===== src/rtl/hazard_pkg.sv =====
// Shared types for the forwarding/hazard controller: forward-select codes and
// the shadow pipeline records for the EX, MEM and WB stages.
package hazard_pkg;

    // Register addresses are held zero-extended to this width inside the records.
    localparam int unsigned REG_AW_MAX = 8;

    localparam logic [1:0] FWD_RF    = 2'b00;
    localparam logic [1:0] FWD_EXMEM = 2'b01;
    localparam logic [1:0] FWD_MEMWB = 2'b10;

    typedef struct packed {
        logic                  valid;
        logic [REG_AW_MAX-1:0] rs;
        logic [REG_AW_MAX-1:0] rt;
        logic                  rt_used;
        logic [REG_AW_MAX-1:0] rd;
        logic                  reg_write;
        logic                  mem_read;
        logic                  mem_write;
    } ex_rec_t;

    typedef struct packed {
        logic                  valid;
        logic [REG_AW_MAX-1:0] rt;
        logic [REG_AW_MAX-1:0] rd;
        logic                  reg_write;
        logic                  mem_read;
        logic                  mem_write;
    } mem_rec_t;

    typedef struct packed {
        logic                  valid;
        logic [REG_AW_MAX-1:0] rd;
        logic                  reg_write;
    } wb_rec_t;

endpackage


===== src/rtl/hazard_src_match.sv =====
// Flags a source register that a live producer (valid, writing, rd != $0) is
// about to overwrite.
module hazard_src_match
    import hazard_pkg::*;
(
    input  logic [REG_AW_MAX-1:0] src,
    input  logic [REG_AW_MAX-1:0] prod_rd,
    input  logic                  prod_valid,
    input  logic                  prod_reg_write,
    output logic                  hit_c
);

    assign hit_c = prod_valid && prod_reg_write && (prod_rd != '0) && (prod_rd == src);

endmodule


===== src/rtl/hazard_forward_ctrl.sv =====
// Forwarding and hazard controller for the 5-stage pipeline: shadow EX/MEM/WB
// producer records drive operand forwards, store-data forward and stalls.
// REG_AW must not exceed hazard_pkg::REG_AW_MAX.
module hazard_forward_ctrl
    import hazard_pkg::*;
#(
    parameter int unsigned REG_AW       = 5,
    parameter bit          FWD_EN       = 1'b1,
    parameter bit          RF_WT_BYPASS = 1'b1,
    parameter int unsigned CNT_W        = 16
) (
    input  logic              clk,
    input  logic              rst,
    input  logic              flush,
    input  logic              id_valid,
    input  logic [REG_AW-1:0] id_rs,
    input  logic [REG_AW-1:0] id_rt,
    input  logic              id_rt_used,
    input  logic [REG_AW-1:0] id_rd,
    input  logic              id_reg_write,
    input  logic              id_mem_read,
    input  logic              id_mem_write,
    output logic              stall,
    output logic [1:0]        fwd_a,
    output logic [1:0]        fwd_b,
    output logic              fwd_mem,
    output logic [CNT_W-1:0]  stall_count
);

    localparam logic [CNT_W-1:0] CNT_MAX = '1;

    ex_rec_t          ex_q;
    ex_rec_t          ex_d;
    mem_rec_t         mem_q;
    wb_rec_t          wb_q;
    logic [CNT_W-1:0] cnt_q;

    logic [REG_AW_MAX-1:0] id_rs_x;
    logic [REG_AW_MAX-1:0] id_rt_x;
    assign id_rs_x = REG_AW_MAX'(id_rs);
    assign id_rt_x = REG_AW_MAX'(id_rt);

    // Producer view of the shadow stages: index 0 = EX, 1 = MEM, 2 = WB.
    logic [REG_AW_MAX-1:0] prod_rd [3];
    logic [2:0]            prod_valid;
    logic [2:0]            prod_rw;
    assign prod_rd[0] = ex_q.rd;
    assign prod_rd[1] = mem_q.rd;
    assign prod_rd[2] = wb_q.rd;
    assign prod_valid = {wb_q.valid, mem_q.valid, ex_q.valid};
    assign prod_rw    = {wb_q.reg_write, mem_q.reg_write, ex_q.reg_write};

    logic [2:0] id_rs_hit;
    logic [2:0] id_rt_hit;
    for (genvar s = 0; s < 3; s++) begin : g_id_match
        hazard_src_match u_rs (
            .src            (id_rs_x),
            .prod_rd        (prod_rd[s]),
            .prod_valid     (prod_valid[s]),
            .prod_reg_write (prod_rw[s]),
            .hit_c          (id_rs_hit[s])
        );
        hazard_src_match u_rt (
            .src            (id_rt_x),
            .prod_rd        (prod_rd[s]),
            .prod_valid     (prod_valid[s]),
            .prod_reg_write (prod_rw[s]),
            .hit_c          (id_rt_hit[s])
        );
    end

    // EX operands against the older producers: index 0 = MEM, 1 = WB.
    logic [1:0] ex_rs_hit;
    logic [1:0] ex_rt_hit;
    for (genvar s = 0; s < 2; s++) begin : g_ex_match
        hazard_src_match u_rs (
            .src            (ex_q.rs),
            .prod_rd        (prod_rd[s+1]),
            .prod_valid     (prod_valid[s+1]),
            .prod_reg_write (prod_rw[s+1]),
            .hit_c          (ex_rs_hit[s])
        );
        hazard_src_match u_rt (
            .src            (ex_q.rt),
            .prod_rd        (prod_rd[s+1]),
            .prod_valid     (prod_valid[s+1]),
            .prod_reg_write (prod_rw[s+1]),
            .hit_c          (ex_rt_hit[s])
        );
    end

    logic mem_rt_hit;
    hazard_src_match u_mem_rt (
        .src            (mem_q.rt),
        .prod_rd        (wb_q.rd),
        .prod_valid     (wb_q.valid),
        .prod_reg_write (wb_q.reg_write),
        .hit_c          (mem_rt_hit)
    );

    // Stall decision; a store whose only dependency is its data register rides
    // through and picks the load result up in MEM instead.
    logic rs_ex;
    logic rt_ex;
    logic load_use;
    logic no_fwd_dep;
    always_comb begin
        rs_ex      = id_rs_hit[0];
        rt_ex      = id_rt_used && id_rt_hit[0];
        load_use   = ex_q.mem_read && (rs_ex || rt_ex) && !(id_mem_write && rt_ex && !rs_ex);
        no_fwd_dep = id_rs_hit[0] || id_rs_hit[1] ||
                     (id_rt_used && (id_rt_hit[0] || id_rt_hit[1]));
        if (!RF_WT_BYPASS) begin
            no_fwd_dep = no_fwd_dep || id_rs_hit[2] || (id_rt_used && id_rt_hit[2]);
        end
        stall = id_valid && !flush && (FWD_EN ? load_use : no_fwd_dep);
    end

    // Forward selects; MEM is newer than WB so it wins, but a load in MEM has no data yet.
    always_comb begin
        fwd_a   = FWD_RF;
        fwd_b   = FWD_RF;
        fwd_mem = 1'b0;
        if (FWD_EN) begin
            if (ex_rs_hit[0] && !mem_q.mem_read) begin
                fwd_a = FWD_EXMEM;
            end else if (ex_rs_hit[1]) begin
                fwd_a = FWD_MEMWB;
            end
            if (ex_q.rt_used) begin
                if (ex_rt_hit[0] && !mem_q.mem_read) begin
                    fwd_b = FWD_EXMEM;
                end else if (ex_rt_hit[1]) begin
                    fwd_b = FWD_MEMWB;
                end
            end
            fwd_mem = mem_q.valid && mem_q.mem_write && mem_rt_hit;
        end
    end

    always_comb begin
        ex_d = '0;
        if (id_valid && !flush && !stall) begin
            ex_d.valid     = 1'b1;
            ex_d.rs        = id_rs_x;
            ex_d.rt        = id_rt_x;
            ex_d.rt_used   = id_rt_used;
            ex_d.rd        = REG_AW_MAX'(id_rd);
            ex_d.reg_write = id_reg_write;
            ex_d.mem_read  = id_mem_read;
            ex_d.mem_write = id_mem_write;
        end
    end

    always_ff @(posedge clk) begin
        if (rst) begin
            ex_q  <= '0;
            mem_q <= '0;
            wb_q  <= '0;
            cnt_q <= '0;
        end else begin
            ex_q  <= ex_d;
            mem_q <= '{valid:     ex_q.valid,
                       rt:        ex_q.rt,
                       rd:        ex_q.rd,
                       reg_write: ex_q.reg_write,
                       mem_read:  ex_q.mem_read,
                       mem_write: ex_q.mem_write};
            wb_q  <= '{valid: mem_q.valid, rd: mem_q.rd, reg_write: mem_q.reg_write};
            if (stall && (cnt_q != CNT_MAX)) begin
                cnt_q <= cnt_q + CNT_W'(1);
            end
        end
    end

    assign stall_count = cnt_q;

endmodule

===== config.mk =====
export PLATFORM = sky130hd
export DESIGN_NAME = hazard_forward_ctrl
export DESIGN_NICKNAME = d
export VERILOG_FILES = /design/src/rtl/hazard_pkg.sv /design/src/rtl/hazard_src_match.sv /design/src/rtl/hazard_forward_ctrl.sv
export SDC_FILE = /design/constraint.sdc
export NUM_CORES = 1
export LEC_CHECK = 0
export BUFFER_PORTS_ARGS = -buffer_cell sky130_fd_sc_hd__buf_2
export CORE_ASPECT_RATIO = 0.8
export CORE_MARGIN = 3
export CORE_UTILIZATION = 28
export DETAILED_ROUTE_END_ITERATION = 10
export SETUP_SLACK_MARGIN = 0.3
export SYNTH_ARGS = -nofsm -noshare
export SYNTH_HDL_FRONTEND = slang
export SYNTH_SLANG_ARGS = --single-unit

===== constraint.sdc =====
create_clock -name clk -period 4.6 [get_ports clk]
set_clock_uncertainty 0.2 [all_clocks]
set_input_delay 1.15 -clock clk [delete_from_list [all_inputs] [get_ports clk]]
set_output_delay 1.15 -clock clk [all_outputs]
set_load 0.02 [all_outputs]

* Word-level counts from Yosys, hierarchy flattened
Cells that the tools add are included.
** Storage, ports and cells
- Register bits after elaboration :: 75
- Input bits :: 23
- Output and inout bits :: 22
- Word-level logic and storage cells :: 73
** Operators by class
- Add/sub/neg operators :: 1
- Equal/unequal tests :: 8
- Muxes and demuxes :: 6
- Bitwise gates (word level) :: 1
- Reductions and logical operators :: 36
** Operators with widths (count)
- 8-bit == test :: 5
- 29-bit two-way mux :: 1
- 1-bit logical AND :: 26
- 8-bit nonzero test :: 3
- 16-bit by 1-bit adder with 16-bit output, second input constant :: 1
- 8-bit by 5-bit == test with 1-bit output :: 2
- 16-bit inequality test, second input constant :: 1
- 2-bit two-way mux :: 5
- 1-bit logical NOT :: 5
- 2-bit OR reduction :: 1
- 1-bit logical OR :: 1
- 1-bit NOT :: 1

* Longest topological paths before layout
Gate-level depths: netlist of the first run.
- Depth in word-level cells :: 13
- Gate-level depth with buffers :: 9
- Depth with buffers taken out :: 7

* Hierarchy
From an unflattened synthesis of the first run, not the netlist that was laid out.
** Second synthesis, totals
- Cells, all modules :: 301
- Area total of the unflattened synthesis :: 2905.3 µm²
** Modules (own cells, without submodules)
- hazard_forward_ctrl :: times used 1, cells an instance 203, area an instance 2134.5 µm², seq. area each 1141.1 µm²
- hazard_src_match :: times used 7, cells an instance 14, area an instance 110.1 µm², seq. area each 0.0 µm²

* Worst setup path after synthesis of the first run
Ideal clock, no wire load.
- Path kind :: input port to output port
- Start point :: input id_rt[0]
- End point :: output stall
- Arrival time :: 2.129 ns
- Required time :: 3.250 ns
- Setup slack :: 1.121 ns
- Stages :: 5
- Path buffers :: 0
- Path through :: nor2b_2 -> a2111oi_4 -> nand4_1 -> nand2_1 -> and3_1
** On the way
- Cells in the longest elaborated chain, start to end :: 8
- Elaborated cells on any way between the ends :: 10
- Classes of those cells :: 1 x eq/ne; 9 x reduce/logical
** Ends and longest elaborated chain
- start: declaration :: line hazard_forward_ctrl.sv:17 : input logic [REG_AW-1:0] id_rt,
- 8-bit by 5-bit == test with 1-bit output * :: line hazard_src_match.sv:13 : assign hit_c = prod_valid && prod_reg_write && (prod_rd != '0) && (prod_rd == src);
- 1-bit logical AND * :: line hazard_src_match.sv:13
- 1-bit logical AND * :: line hazard_forward_ctrl.sv:109 : rt_ex = id_rt_used && id_rt_hit[0];
- 1-bit logical AND (2 in series) :: line hazard_forward_ctrl.sv:110 : load_use = ex_q.mem_read && (rs_ex || rt_ex) && !(id_mem_write && rt_ex && !rs_ex);
- 1-bit logical NOT :: line hazard_forward_ctrl.sv:110
- 1-bit logical AND * :: line hazard_forward_ctrl.sv:110
- 1-bit logical AND * :: line hazard_forward_ctrl.sv:116 : stall = id_valid && !flush && (FWD_EN ? load_use : no_fwd_dep);
- end: declaration :: line hazard_forward_ctrl.sv:23 : output logic stall,
Mark *: on every way between the ends. The rest lies on a longest branch, timed or not.

* Worst setup path in the final report of the first run
- Start point :: input id_mem_write
- End point :: output stall
** On the way
- Cells in the longest elaborated chain, start to end :: 5
** Ends and longest elaborated chain
- start: declaration :: line hazard_forward_ctrl.sv:22 : input logic id_mem_write,
- 1-bit logical AND (2 in series) :: line hazard_forward_ctrl.sv:110
- 1-bit logical NOT :: line hazard_forward_ctrl.sv:110
- 1-bit logical AND :: line hazard_forward_ctrl.sv:110
- 1-bit logical AND :: line hazard_forward_ctrl.sv:116
Every way passes these cells.

==> flow_metrics.env, run 1 <==
export IMPL_path_buf_inv=2
export IMPL_p_leak_nw=1.31
export IMPL_cp_common_cell="buf_2"
export IMPL_critPathRequiredTime_ns=3.25
export IMPL_status="finished, final reports clean"
export IMPL_max_stage_delay_ns=0.33
export IMPL_placed_cells=409
export IMPL_start_util=0.290
export IMPL_synth_xor_xnor_area_share=0.124
export IMPL_drt_iter0_markers=140
export IMPL_hp_start="mem_q[2]"
export IMPL_fin_area_sq_mm=0.00305
export IMPL_synthFlopType="dfxtp_1"
export IMPL_critPathCaptureType="primary output"
export IMPL_rsz0062_at_grt="no"
export IMPL_die_height_um=90.2
export IMPL_cts_sinks=57
export IMPL_die_x_um=111
export IMPL_nNetsFinal=332
export IMPL_async_flop_share=0
export IMPL_ys_seq_area_frac=0.460
export IMPL_ant_nets=0
export IMPL_reg2reg_setup_slack_ns=1.96
export IMPL_routed_wl_mm=5.54
export IMPL_p_per_area_mw_per_mm2=350
export IMPL_synth_area_top_cells="dfxtp_1, xnor2_1, nor2b_1"
export IMPL_vias=1914
export IMPL_ios=45
export IMPL_cts_repair_timing_setup_buffer_count=0
export IMPL_period_share=0.826
export IMPL_cts_resized_gates=0
export IMPL_peakVddDrop_uv=274
export IMPL_cts_inserted_buffers=9
export IMPL_routabilityCongestion=0.754
export IMPL_root_buffer="clkbuf_8"
export IMPL_synth_compound_area_frac=0.0978
export IMPL_gr_total_overflow=0
export IMPL_synthMuxAreaShare=0.0177
export IMPL_yosys_warnings=0
export IMPL_grt_usage=0.115
export IMPL_synth_cell_types=46
export IMPL_post_route_cells_drive_above_1_share=0.227
export IMPL_io_buffer_count=44
export IMPL_cp_arrival_ns=2.45
export IMPL_htree_levels=3
export IMPL_dr_pass1_iters=4
export IMPL_fmax_mhz=263
export IMPL_dp_hpwl_mm=4.20
export IMPL_drc=0
export IMPL_synthAdderAreaFrac=0.00504
export IMPL_slew_viol_final=0
export IMPL_path_clk_slew_ns=0.06
export IMPL_power_total_mw=1.07
export IMPL_placed_cell_area_sq_mm=0.00283
export IMPL_n_antenna_cell=0
export IMPL_min_period_ns=3.80
export IMPL_synth_avg_cell_area_sq_um=9.58
export IMPL_setup_viol=0
export IMPL_die_area_sq_mm=0.0100
export IMPL_synth_seq_cells=57
export IMPL_syn_cell_area_sq_mm=0.00248
export IMPL_yosys_area_top_type_share=0.460
export IMPL_crit_fanout=3
export IMPL_min_path_type="flip-flop to flip-flop"
export IMPL_antenna_found_initial=0
export IMPL_synth_top_family_by_area="simple AND/OR/NAND/NOR gates"
export IMPL_max_slew_margin=0.490
export IMPL_min_to="prod_rw[2]"
export IMPL_critPathTopFamily="simple AND/OR/NAND/NOR gates"
export IMPL_rr_worst_depth=8
export IMPL_grt_max_degree=43
export IMPL_grt_pass1_wl_mm=9.10
export IMPL_cts_tree="yes"
export IMPL_whs_ns=0.264
export IMPL_critical_path_slowest_cell="a2111oi_4"
export IMPL_critical_path_class="input port to primary output"
export IMPL_cts_buffer_depth=2
export IMPL_areaGrowthSynthToFinish_pct=22.8
export IMPL_final_hold_viol_count=0
export IMPL_setup_tns_ns=0
export IMPL_fillCellCount=899
export IMPL_rows=30
export IMPL_synthSimpleGateAreaFrac=0.265
export IMPL_synth_cells=259
export IMPL_start_kind="input port"
export IMPL_yosys_area_top_type="dfxtp_1"
export IMPL_path_cells="buf_2, nand2b_1, a2111oi_4, nand4_1, nand2_1, and3_1, buf_2"
export IMPL_wl_per_cell_um=13.0
export IMPL_avgViaCountPerCell=4.50
export IMPL_clock_latency_ns=0.34
export IMPL_drv_cap=0
export IMPL_final_cells=425
export IMPL_hold_buffers=0
export IMPL_syn_num_nets=283
export IMPL_tightest_slew_ns=0.764
export IMPL_r2r_end="stall_count[5]"
export IMPL_synth_edff_count=0
export IMPL_r2r_start="stall_count[0]"
export IMPL_core_area_sq_mm=0.00856
export IMPL_min_path_cells=1
export IMPL_grt_pass1_vias=1814
==> synth_stat cells, types with 2 or more instances <==
| master | instances |
|---|---|
| a21oi_1 | 8 |
| and2_1 | 20 |
| and3_1 | 5 |
| and4_1 | 2 |
| clkbuf_1 | 6 |
| dfxtp_1 | 57 |
| inv_1 | 11 |
| mux2_2 | 2 |
| nand2_1 | 6 |
| nand2b_1 | 3 |
| nand3_1 | 12 |
| nand4_1 | 6 |
| nor2_1 | 15 |
| nor2b_1 | 24 |
| nor3_1 | 6 |
| nor4_1 | 5 |
| o21ai_0 | 5 |
| or3_1 | 3 |
| or4_1 | 3 |
| xnor2_1 | 20 |
| xor2_1 | 15 |
==> how the worst max path moves through the flow <==
stage                 startpoint    end  slack, ns  depth (start not counted)
finish              id_mem_write  stall       0.80                          7
global route        id_mem_write  stall       0.70                          7
CTS                 id_mem_write  stall       0.79                          7
detailed placement  id_mem_write  stall       0.79                          7
global placement    id_mem_write  stall       0.82                          7
floorplan               id_rt[0]  stall       1.12                          5
==> cell type report <==
cell class | instances | area (sq um) | area share
tap | 112 | 140 | 0.0460
sequential | 57 | 1140 | 0.375
multi-input combinational | 183 | 1270 | 0.417
timing repair buffer | 46 | 235 | 0.0772
clock inverter | 7 | 95.1 | 0.0312
inverter | 11 | 41.3 | 0.0136
clock buffer | 9 | 124 | 0.0407
==> stage by stage <==
stage	worst slack (ns)	util
2_1_floorplan	1.12	-
3_3_place_gp	0.824	0.330
3_5_place_dp	0.788	0.330
4_1_cts	0.788	0.356
5_1_grt	0.697	0.356
6_report	0.798	0.356
==> routing by layer <==
layer	global-route usage	vias up	routed length, um
li1	-	979	-
met1	0.147	886	2660
met2	0.171	40	2440
met3	0.0505	9	359
met4	0.0426	0	78
met5	0	-	0
==> cell families (layout without fill, tap and decap cells) <==
kind of cell,count (synthesis),in the layout
DFF,57,57
AOI/OAI and AO/OA,29,29
and+or+nand+nor,114,114
xor gates and xnor gates,35,35
muxes,4,4
adders and majority gates,1,1
buffers and inverters,19,73
==> power by group <==
group          switching, mW  total (mW)  internal [mW]
clock network          0.205       0.509          0.304
logic                 0.0246      0.0480         0.0234
registers            0.00713       0.508          0.501
==> registers in the layout, summed over array words and instances, names as in the netlist <==
| name | flops |
|---|---|
| prod_rd | 5 |
| prod_valid | 1 |
| mem_q | 14 |
| stall_count | 16 |
| prod_rw | 1 |
| ex_q | 20 |
==> layout by cell type (no fill, tap or decap), types with 8 or more instances in the layout <==
cell,netlist,routed
a21oi_1,8,8
and2_1,20,20
buf_2,1,44
clkbuf_8,0,9
dfxtp_1,57,57
inv_1,11,11
nand3_1,12,12
nor2_1,15,15
nor2b_1,24,24
xnor2_1,20,20
xor2_1,15,15
==> worst reg2reg max path, cell delays in order (launching register included) <==
cell and delay, ns:
dfxtp_1 0.41, ha_1 0.19, inv_1 0.06, or3_1 0.50
o311a_4 0.43, a21boi_1 0.13, buf_4 0.18, nand3_1 0.11
mux2_2 0.33
Power figures use the tool's default switching activity.
==> run 2: changes to the inputs <==
==> constraint.sdc (replaced) <==
create_clock -name clk -period 3.2 [get_ports clk]
set_clock_uncertainty 0.2 [all_clocks]
set_input_delay 0.8 -clock clk [delete_from_list [all_inputs] [get_ports clk]]
set_output_delay 0.8 -clock clk [all_outputs]
set_load 0.02 [all_outputs]
==> run 2 against run 1 <==
Net effect: critical path depth unchanged; register-to-register slack worse by 1.4 ns; combinational power is 67% higher; utilization up 1.6 points; die area unchanged; clock power up 34%; critical endpoint unchanged; largest power group is now sequential cells.
==> flow_metrics.env, run 2 (synthesized netlist as in run 1, its figures left out) <==
export IMPL_path_clk_slew_ns=0.06
export IMPL_setup_tns_ns=0
export IMPL_gr_total_overflow=0
export IMPL_antenna_found_initial=0
export IMPL_wl_per_cell_um=13.2
export IMPL_fmax_mhz=344
export IMPL_start_util=0.290
export IMPL_cts_sinks=57
export IMPL_status="finished, final reports clean"
export IMPL_grt_usage=0.115
export IMPL_multi_input_area_sq_mm=0.00132
export IMPL_min_period_ns=2.91
export IMPL_ant_nets=0
export IMPL_n_antenna_cell=0
export IMPL_routed_wl_mm=5.70
export IMPL_p_per_area_mw_per_mm2=468
export IMPL_r2r_end="stall_count[15]"
export IMPL_tightest_slew_ns=0.392
export IMPL_most_common_layout_cells="dfxtp_1, buf_2, nor2b_1, xnor2_1, and2_1"
export IMPL_grt_use_met3=0.0471
export IMPL_critPathLaunch="id_rt[0]"
export IMPL_critPathRequiredTime_ns=2.20
export IMPL_drc=0
export IMPL_dr_pass1_iters=4
export IMPL_crit_fanout=3
export IMPL_grt_busiest_layer="met2"
export IMPL_root_buffer="clkbuf_8"
export IMPL_rows=30
export IMPL_period_share=0.909
export IMPL_cp_arrival_ns=1.91
export IMPL_reg2reg_setup_slack_ns=0.60
export IMPL_met1_usage=0.146
export IMPL_drt_iter0_markers=113
export IMPL_routabilityCongestion=0.768
export IMPL_rr_worst_depth=8
export IMPL_io_buffer_count=44
export IMPL_peakVddDrop_uv=208
export IMPL_whs_ns=0.257
export IMPL_cts_buffer_depth=2
export IMPL_final_hold_viol_count=0
export IMPL_die_height_um=90.2
export IMPL_dp_hpwl_mm=4.20
export IMPL_globalRouteMet2Util=0.178
export IMPL_start_kind="input port"
export IMPL_clock_latency_ns=0.34
export IMPL_grt_max_degree=24
export IMPL_areaGrowthSynthToFinish_pct=28.4
export IMPL_fin_area_sq_mm=0.00319
export IMPL_setup_viol=0
export IMPL_placed_cell_area_sq_mm=0.00284
export IMPL_post_route_cells_drive_above_1_share=0.287
export IMPL_slew_viol_final=0
export IMPL_core_area_sq_mm=0.00856
export IMPL_critical_path_class="input port to primary output"
export IMPL_avgViaCountPerCell=4.40
export IMPL_die_x_um=111
export IMPL_grt_pass1_vias=1905
export IMPL_cts_tree="yes"
export IMPL_min_path_type="flip-flop to flip-flop"
export IMPL_grt_pass1_wl_mm=9.20
export IMPL_regArea_sq_mm=0.00115
export IMPL_endpoint="stall"
export IMPL_ios=45
export IMPL_fillCellCount=896
export IMPL_max_slew_margin=0.738
export IMPL_drv_cap=0
export IMPL_final_common_cell="dfxtp_1"
export IMPL_die_area_sq_mm=0.0100
export IMPL_rsz0062_at_grt="yes"
export IMPL_critPathCaptureType="primary output"
export IMPL_nNetsFinal=340
export IMPL_vias=1905
export IMPL_largest_register_ffs=20
export IMPL_largest_register="ex_q"
export IMPL_p_leak_nw=1.36
export IMPL_cts_inserted_buffers=9
export IMPL_htree_levels=3
export IMPL_r2r_start="stall_count[0]"
## run 2: cell count changes in the layout (fill, tap and decap cells not counted), sizes merged
| cell | delta |
|---|---|
| clkinv | -3 |
| clkbuf | +1 |
| clkinvlp | +2 |
| bufinv | -1 |
| inv | +1 |
| buf | +8 |
## run 2: report_power, final
part | leakage, nW | switching (mW) | internal, mW
registers | 0.464 | 0.0105 | 0.719
logic | 0.798 | 0.0390 | 0.0412
clock network | 0.0949 | 0.299 | 0.381
## run 2: through the flow
| stage | utilization | power [mW] | cells | worst slack, ns |
|---|---|---|---|---|
| 2_1_floorplan | - | 0.786 | 259 | 0.421 |
| 4_1_cts | 0.360 | 1.50 | 427 | 0.253 |
| 3_5_place_dp | 0.331 | 0.818 | 410 | 0.0972 |
| 3_3_place_gp | 0.331 | 0.816 | 410 | 0.127 |
| 6_report | 0.372 | 1.49 | 433 | 0.291 |
| 5_1_grt | 0.372 | 1.55 | 433 | 0.178 |
## run 2: what timing repair did
item | in CTS | in global routing
setup endpoints to repair | 4 | 5
resized for setup | 9 | 19
buffers inserted | 1 | 6
endpoints found under the hold margin | 0 | 0
pin swaps | 4 | 9
hold buffers | 0 | 0
## run 2: layout make-up
cell class	count	share of cell area
sequential	57	0.361
clock inverter	6	0.0208
multi-input combinational	183	0.416
inverter	11	0.0130
tap	112	0.0440
timing repair buffer	54	0.102
clock buffer	10	0.0432
## run 2: worst min-delay path by stage
stage	startpoint	to	slack (ns)	depth (start not counted)
after floorplan	ex_q[0]	mem_q[0]	0.21	1
after global placement	ex_q[0]	mem_q[0]	0.24	1
after detailed placement	ex_q[0]	mem_q[0]	0.25	1
after CTS	ex_q[0]	mem_q[0]	0.26	1
after global routing	ex_q[0]	mem_q[0]	0.26	1
final	ex_q[0]	mem_q[0]	0.26	1
## run 2: routing by layer
| metal | part of all wire | wire length (um) |
|---|---|---|
| met1 | 0.50 | 2830 |
| met2 | 0.45 | 2550 |
| met3 | 0.049 | 278 |
| met4 | 0.0070 | 40 |
| met5 | 0 | 0 |
## run 2: worst max-delay path: stages
cell and delay, ns:
buf_8 0.10, nor2b_4 0.12, a2111oi_4 0.29, nand4_1 0.18, nand2_2 0.11, and3_4 0.19
buf_6 0.11
==> run 3: changes to the inputs <==
--- a/config.mk
+++ b/config.mk
@@ -8,9 +8,10 @@
 export BUFFER_PORTS_ARGS = -buffer_cell sky130_fd_sc_hd__buf_2
 export CORE_ASPECT_RATIO = 0.8
 export CORE_MARGIN = 3
-export CORE_UTILIZATION = 28
+export CORE_UTILIZATION = 40
 export DETAILED_ROUTE_END_ITERATION = 10
 export SETUP_SLACK_MARGIN = 0.3
 export SYNTH_ARGS = -nofsm -noshare
 export SYNTH_HDL_FRONTEND = slang
 export SYNTH_SLANG_ARGS = --single-unit
+export TNS_END_PERCENT = 10
==> run 3 against run 2 <==
Net effect: first-iteration DRC count decreased by 8.8%; final area decreased by 3.5%; via count increased by 0.58%; non-clock buffer count decreased by 5; routed wire length decreased by 7.5%; critical path type unchanged.
==> flow_metrics.env, run 3 (synthesized netlist as in run 1, its figures left out) <==
export IMPL_status="finished, final reports clean"
export IMPL_gr_total_overflow=0
export IMPL_final_common_cell="dfxtp_1"
export IMPL_fmax_mhz=346
export IMPL_fin_util=0.517
export IMPL_setup_ws_ns=0.312
export IMPL_min_path_type="flip-flop to flip-flop"
export IMPL_n_antenna_cell=0
export IMPL_met1_usage=0.224
export IMPL_grt_pass1_wl_mm=8.71
export IMPL_avgViaCountPerCell=4.83
export IMPL_critPathCaptureType="primary output"
export IMPL_path_clk_slew_ns=0.06
export IMPL_rsz0062_at_grt="yes"
export IMPL_cts_sinks=57
export IMPL_cp_arrival_ns=1.89
export IMPL_drc=0
export IMPL_final_hold_viol_count=0
export IMPL_dp_hpwl_mm=3.88
export IMPL_max_slew_margin=0.666
export IMPL_slew_viol_final=0
export IMPL_regArea_sq_mm=0.00114
export IMPL_multi_input_area_sq_mm=0.00130
export IMPL_grt_max_degree=28
export IMPL_grt_use_met3=0.0681
export IMPL_reg2reg_setup_slack_ns=0.55
export IMPL_vias=1916
export IMPL_cts_inserted_buffers=9
export IMPL_start_kind="input port"
export IMPL_r2r_end="stall_count[5]"
export IMPL_ios=45
export IMPL_critPathRequiredTime_ns=2.20
export IMPL_nNetsFinal=335
export IMPL_min_period_ns=2.89
export IMPL_rows=25
export IMPL_cts_buffer_depth=2
export IMPL_r2r_start="stall_count[0]"
export IMPL_largest_register="ex_q"
export IMPL_routabilityCongestion=0.839
export IMPL_die_x_um=94.1
export IMPL_areaGrowthSynthToFinish_pct=23.9
export IMPL_peakVddDrop_uv=255
export IMPL_most_common_layout_cells="dfxtp_1, buf_2, nor2b_1, xnor2_1, and2_1"
export IMPL_drt_iter0_markers=103
export IMPL_grt_pass1_vias=1778
export IMPL_wl_per_cell_um=13.3
export IMPL_period_share=0.902
export IMPL_die_height_um=76.4
export IMPL_setup_tns_ns=0
export IMPL_root_buffer="clkbuf_8"
export IMPL_start_util=0.417
export IMPL_p_leak_nw=1.34
export IMPL_critical_path_class="input port to primary output"
export IMPL_die_area_sq_mm=0.00719
export IMPL_routed_wl_mm=5.27
export IMPL_setup_viol=0
export IMPL_hp_start="ex_q[28]"
export IMPL_drv_cap=0
export IMPL_io_buffer_count=44
export IMPL_antenna_found_initial=0
export IMPL_dr_pass1_iters=4
export IMPL_crit_fanout=3
export IMPL_ant_nets=0
export IMPL_rr_worst_depth=8
export IMPL_tightest_slew_ns=0.497
export IMPL_cts_tree="yes"
export IMPL_grt_usage=0.158
export IMPL_globalRouteMet2Util=0.212
export IMPL_hold_buffers=0
export IMPL_fillCellCount=568
export IMPL_p_per_area_mw_per_mm2=489
export IMPL_grt_busiest_layer="met1"
export IMPL_min_path_cells=1
export IMPL_post_route_cells_drive_above_1_share=0.250
export IMPL_min_to="mem_q[19]"
export IMPL_largest_register_ffs=20
export IMPL_place_ws_ns=0.134
export IMPL_htree_levels=3
export IMPL_core_area_sq_mm=0.00594
export IMPL_clock_latency_ns=0.34
run 3: cell types whose count changed in the layout (fill, tap and decap cells not counted), moves of 2 or more:
cell        delta
buf_2          +3
clkinvlp_4     -3
nor4_2         -2
or4_1          +2
clkbuf_1       +2
dfxtp_1        +4
dfxtp_2        -2
buf_4          -8
or4_4          -2
dfxtp_4        -2
clkbuf_8       +2
nor4_1         +2
run 3: final cells by class:
type	count	share of cell area
inverter	11	0.0134
timing repair buffer	49	0.0912
multi-input combinational	183	0.423
clock buffer	14	0.0562
clock inverter	2	0.0114
tap	81	0.0330
sequential	57	0.371
run 3: per-stage QoR:
step	instances	area, sq um	power, mW	hold slack (ns)
after detailed placement	379	2800	0.816	0.227
after global routing	397	3070	1.57	0.265
final	397	3070	1.50	0.261
after global placement	379	2800	0.816	0.242
after CTS	397	3040	1.52	0.261
after floorplan	259	2480	0.786	0.214
run 3: how the worst max path moves through the flow:
stage	from	end	slack [ns]	cells after the start
floorplan	id_rt[0]	stall	0.42	5
global placement	id_mem_write	stall	0.16	7
detailed placement	id_rt[0]	stall	0.13	7
CTS	id_rt[0]	stall	0.25	7
global route	id_rt[0]	stall	0.23	7
finish	id_rt[0]	stall	0.31	7
run 3: layer usage:
metal	up-vias	wire length (um)
met5	-	0
met3	6	305
met2	42	2170
met4	0	41
met1	878	2760
li1	990	-
run 3: power breakdown:
group	total [mW]	switching [mW]	internal, mW
registers	0.731	0.0104	0.721
logic	0.0748	0.0365	0.0384
clock network	0.696	0.273	0.423
total	1.50	0.320	1.18
run 3: worst max-delay path, cell delays in order:
cell and delay (ns):
buf_8 0.10, nor2b_4 0.12, a2111oi_4 0.29, nand4_1 0.18
nand2_2 0.10, and3_4 0.19, buf_6 0.11
run 3: what timing repair did:
| action | CTS | global route |
|---|---|---|
| setup buffers | 2 | 0 |
| pin swaps | 3 | 4 |
| setup endpoints to repair | 3 | 5 |
| endpoints found under the hold margin | 0 | 0 |
| gates resized for setup | 7 | 10 |
